### config.mk
export PLATFORM = sky130hd
export DESIGN_NAME = pel_frame_source
export DESIGN_NICKNAME = d
export VERILOG_FILES = /design/src/rtl/pel_frame_source.sv
export SDC_FILE = /design/constraint.sdc
export NUM_CORES = 1
export LEC_CHECK = 0
export BUFFER_PORTS_ARGS = -buffer_cell sky130_fd_sc_hd__clkbuf_2
export CORE_ASPECT_RATIO = 1.4
export CORE_MARGIN = 2
export CORE_UTILIZATION = 50
export CTS_CLUSTER_DIAMETER = 150
export CTS_CLUSTER_SIZE = 10
export DETAILED_ROUTE_END_ITERATION = 6
export MAX_ROUTING_LAYER = met4
export PLACE_DENSITY = 0.72
export SYNTH_ARGS = -nofsm -noshare
export SYNTH_HDL_FRONTEND = slang
export SYNTH_SLANG_ARGS = --single-unit
### constraint.sdc
create_clock -name clock -period 7.1 [get_ports clock]
set_input_delay 0.71 -clock clock [delete_from_list [all_inputs] [get_ports clock]]
set_output_delay 0.71 -clock clock [all_outputs]
set_load 0.1 [all_outputs]
### src/rtl/pel_frame_source.sv
// Raster-frame stimulus source: size token then N*N pels per frame.
// Both outputs follow the data/wr/full FIFO write convention.
module pel_frame_source #(
  parameter int DATA_W   = 8,
  parameter int SIZE_W   = 6,
  parameter int FRAMES_W = 8,
  parameter int CNT_W    = 32
) (
  input  logic                clock,
  input  logic                reset,
  input  logic                start,
  input  logic [1:0]          mode,
  input  logic [SIZE_W-1:0]   cfg_size,
  input  logic [FRAMES_W-1:0] cfg_frames,
  input  logic [DATA_W-1:0]   cfg_seed,
  output logic [SIZE_W-1:0]   out_size_data,
  output logic                out_size_wr,
  input  logic                out_size_full,
  output logic [DATA_W-1:0]   out_pel_data,
  output logic                out_pel_wr,
  input  logic                out_pel_full,
  output logic                busy,
  output logic                done,
  output logic [CNT_W-1:0]    pel_count
);

  typedef enum logic [1:0] {
    IDLE,
    SIZE,
    PELS,
    DONE
  } state_t;

  state_t              state;
  logic [1:0]          mode_q;
  logic [SIZE_W-1:0]   n_q;
  logic [FRAMES_W-1:0] f_q;
  logic [DATA_W-1:0]   seed_q;
  logic [SIZE_W-1:0]   row;
  logic [SIZE_W-1:0]   col;
  logic [FRAMES_W-1:0] frame;

  logic                last_col;
  logic                last_row;
  logic                last_frame;
  logic [SIZE_W-1:0]   nrow;
  logic [SIZE_W-1:0]   ncol;
  logic                par;
  logic [DATA_W-1:0]   first_val;
  logic [DATA_W-1:0]   next_val;

  assign out_size_wr = (state == SIZE) & ~out_size_full;
  assign out_pel_wr  = (state == PELS) & ~out_pel_full;

  assign last_col   = col == n_q - SIZE_W'(1);
  assign last_row   = row == n_q - SIZE_W'(1);
  assign last_frame = frame == f_q - FRAMES_W'(1);
  assign ncol       = last_col ? '0 : col + SIZE_W'(1);
  assign nrow       = last_col ? row + SIZE_W'(1) : row;
  assign par        = nrow[0] ^ ncol[0];

  // Value of pel (0,0) for the frame about to start.
  always_comb begin
    first_val = DATA_W'(1);
    unique case (1'b1)
      mode_q == 2'd1: first_val = seed_q;
      mode_q == 2'd2: first_val = seed_q;
      mode_q == 2'd3: first_val = DATA_W'(1) + DATA_W'(frame);
      default: ;
    endcase
  end

  // Value of the following pel; ramps advance a running accumulator.
  always_comb begin
    next_val = out_pel_data + DATA_W'(1);
    unique case (1'b1)
      mode_q == 2'd1: next_val = seed_q;
      mode_q == 2'd2: next_val = par ? ~seed_q : seed_q;
      default: ;
    endcase
  end

  // Sequencer: walks frames, rows and columns; all outputs registered.
  always_ff @(posedge clock) begin
    if (reset) begin
      state         <= IDLE;
      mode_q        <= '0;
      n_q           <= '0;
      f_q           <= '0;
      seed_q        <= '0;
      row           <= '0;
      col           <= '0;
      frame         <= '0;
      busy          <= 1'b0;
      done          <= 1'b0;
      out_size_data <= '0;
      out_pel_data  <= '0;
      pel_count     <= '0;
    end else begin
      done <= 1'b0;
      if (out_pel_wr) pel_count <= pel_count + CNT_W'(1);
      unique case (state)
        IDLE: begin
          if (start && cfg_size != '0 && cfg_frames != '0) begin
            mode_q        <= mode;
            n_q           <= cfg_size;
            f_q           <= cfg_frames;
            seed_q        <= cfg_seed;
            frame         <= '0;
            row           <= '0;
            col           <= '0;
            busy          <= 1'b1;
            out_size_data <= cfg_size;
            state         <= SIZE;
          end
        end
        SIZE: begin
          if (out_size_wr) begin
            row          <= '0;
            col          <= '0;
            out_pel_data <= first_val;
            state        <= PELS;
          end
        end
        PELS: begin
          if (out_pel_wr) begin
            row          <= nrow;
            col          <= ncol;
            out_pel_data <= next_val;
            if (last_col && last_row) begin
              if (last_frame) begin
                done  <= 1'b1;
                busy  <= 1'b0;
                state <= DONE;
              end else begin
                frame <= frame + FRAMES_W'(1);
                state <= SIZE;
              end
            end
          end
        end
        DONE: state <= IDLE;
        default: state <= IDLE;
      endcase
    end
  end

endmodule
==> flow_summary.toml <==
[synth]
synthesis.nets = 613
async_flop_share = 0
syn_avg_cell_area_sq_um = 8.420
yosysSeqAreaShare = 0.3651
yosys_warnings = 0
synthCells = 573
ys_ff_latch = 88
ys_types = 60
synth_edf_count = 0
synth_area_sq_um = 4825
ys.flop_type = "dfxtp_1"

[timing]
layout_min_cycle_time_ns = 3.152
tightest_slew_ns = 0.9215
relSlewSlack = 0.3834
maxClockFrequency_mhz = 317.3
whs_ns = 0.4933
fin_tns_setup_ns = 0
setup_slack_ns = 3.948
finalCritPeriodShare = 0.4439
setup_viol = 0
hold_viol = 0
rsz0062_at_grt = "false"
slew_violations = 0
finalClockSkew_ns = 0.008984

[worst_setup_path]
endpoint = "out_pel_wr"
worstPathRequired_ns = 6.39
rrSetupSlack_ns = 4.45
crit_path_top_delay_cell = "nor2b_1"
path_max_fanout = 10
rr_endpoint = "row[5]$_SDFFE_PP0P_"
r2r_cells = 8
path_cells = "nor2b_1 -> nand2b_1 -> inv_1 -> clkbuf_2"
crit_path_max_incr_delay_ns = 0.59
path_class = "reg2out"
arrival_ns = 2.44
startpoint_type = "flop"
timing.rr.start = "state[1]$_SDFFE_PP0P_"
endpoint_kind = "output port"
cp-startpoint = "state[1]$_SDFFE_PP0P_"

[route]
antenna_left = 0
vias = 4221
routed_wl_um = 11380
drt_iter0_markers = 204
wl_per_cell_um = 15.05
vias_per_cell = 5.583
drc_errors = 0
dr.pass1.iters = 4

[layout]
nets = 681
stdcell_area_sq_um = 5583
antenna_cells = 0
final_common_cell = "dfxtp_1"
final_cell_mix = "dfxtp_1 (88), nor2_1 (83), clkbuf_2 (78), nand2_1 (46), xor2_1 (32)"
areaGrowthSynthToFinish_pct = 15.72
drive_gt1_frac = 0.1858

[global_routing]
overflow = 0
antenna_found_initial = 0
grt_pass1_wl_um = 18850
grt_usage = 0.2315
grt_pass1_vias = 4119
grt_max_degree = 75

[power]
leakagePower_nw = 2.411
p_switching_uw = 338.4
seqPwrFrac = 0.441
p_clk_frac = 0.394
peakVddDrop_mv = 0.1223
netSwitchingFraction = 0.2822
p_per_area_nw_per_um2 = 214.7
p_int_uw = 860.5
p_comb_frac = 0.165
power.total_mw = 1.199

[place]
hpwl_um = 8400
port_buffers = 78
gp_congestion = 0.9156
placed_cell_area_sq_um = 5279
preCtsSetupSlack_ns = 4.322

[clocking]
clock_sinks = 88
h-tree-depth = 3
ctsHoldBuffers = 0
cts_tree = "yes"
root_buffer = "clkbuf_16"
cts_buffers = 9
post_cts_buffers = 0
clockBufferDepth = 2
insertion_delay_ns = 0.34
path_clk_slew_ns = 0.06
cts_resized = 0

[floorplanning]
initial_core_util = 0.5129
die_w_um = 87.02
core-area_sq_um = 9407
die_area_sq_um = 10460
fp-row-count = 42
die-height_um = 120.2
num_io_pins = 79

[status]
outcome = "finished clean"

[worst_hold_path]
hold_path_class = "reg2reg"

[run]
drv_cap = 0
kinds of logic after synthesis:
group,count (synthesis),share of synthesized area
adders and majority gates,11,0.02853
xor gates and xnor gates,63,0.1216
and+or+nand+nor,244,0.2549
buffers and inverters,43,0.03397
AOI/OAI and AO/OA,98,0.1413
muxes,26,0.05446
DFF,88,0.3651
how the worst min path moves through the flow:
stage                               start                    endpoint  slack [ns]  cells after the start
5_1_grt        pel_count[30]$_SDFFE_PP0P_  pel_count[30]$_SDFFE_PP0P_        0.53                      2
4_1_cts        pel_count[31]$_SDFFE_PP0P_  pel_count[31]$_SDFFE_PP0P_        0.50                      2
2_1_floorplan       frame[7]$_SDFFE_PP0P_       frame[7]$_SDFFE_PP0P_        0.48                      1
3_5_place_dp   pel_count[31]$_SDFFE_PP0P_  pel_count[31]$_SDFFE_PP0P_        0.49                      2
3_3_place_gp   pel_count[31]$_SDFFE_PP0P_  pel_count[31]$_SDFFE_PP0P_        0.47                      2
6_report       pel_count[31]$_SDFFE_PP0P_  pel_count[31]$_SDFFE_PP0P_        0.49                      2
power groups by stage:
| stage | sequential (mW) | combinational (mW) | clock (mW) |
|---|---|---|---|
| floorplan | 0.570 | 0.127 | 0 |
| CTS | 0.529 | 0.198 | 0.480 |
| detailed placement | 0.540 | 0.197 | 0 |
| global route | 0.531 | 0.215 | 0.500 |
| finish | 0.529 | 0.197 | 0.473 |
| global placement | 0.539 | 0.193 | 0 |
flip-flops by register name (all words and copies together) (netlist names):
signal and flops:
seed_q 8, done 1, frame 8, n_q 6
out_pel_data 8, mode_q 2, row 6, pel_count 32
busy 1, col 6, f_q 8, state 2
layout make-up:
cell class / instances / area, sq um
fill: 869 / 3824
tap: 110 / 137.6
timing repair buffer: 80 / 405.4
clock inverter: 2 / 10.01
sequential: 88 / 1762
clock buffer: 14 / 294.0
inverter: 20 / 75.07
multi-input combinational: 442 / 2899
cells in the mapped netlist (all sizes together), types with 6 or more instances:
| cell type | count | share of area |
|---|---|---|
| clkbuf | 19 | 0.015 |
| nand2b | 7 | 0.0091 |
| nand4 | 12 | 0.018 |
| ha | 11 | 0.029 |
| nor2 | 85 | 0.068 |
| xnor2 | 29 | 0.054 |
| a22oi | 9 | 0.014 |
| nand3 | 31 | 0.032 |
| or3 | 7 | 0.0091 |
| a21o | 6 | 0.0093 |
| mux2i | 24 | 0.050 |
| nor4 | 7 | 0.012 |
| inv | 20 | 0.016 |
| and3 | 13 | 0.017 |
| o21ai | 22 | 0.023 |
| nand2 | 47 | 0.037 |
| xor2 | 32 | 0.058 |
| dfxtp | 88 | 0.37 |
| nor3 | 14 | 0.017 |
| a21oi | 30 | 0.032 |
through the flow:
step	cells	util
final	756	0.5935
after global routing	756	0.5935
after CTS	756	0.5935
after detailed placement	740	0.5612
after global placement	740	0.5612
after floorplan	573	-
routing by layer:
| layer | global-route usage | up-vias | wire length (um) |
|---|---|---|---|
| met3 | 0.03959 | 13 | 374 |
| met1 | 0.2604 | 1970 | 4816 |
| met4 | 0.08691 | 0 | 176 |
| met5 | - | - | 0 |
| met2 | 0.4046 | 92 | 6010 |
| li1 | - | 2146 | - |
worst max-delay path, delay by kind of cell, from the launching register on:
family | cells | cell delay [ns]
AND/OR/NAND/NOR | 2 | 0.91
buffers and inverters | 2 | 0.74
flip-flops | 1 | 0.44
(Power assumes the default switching activity.)
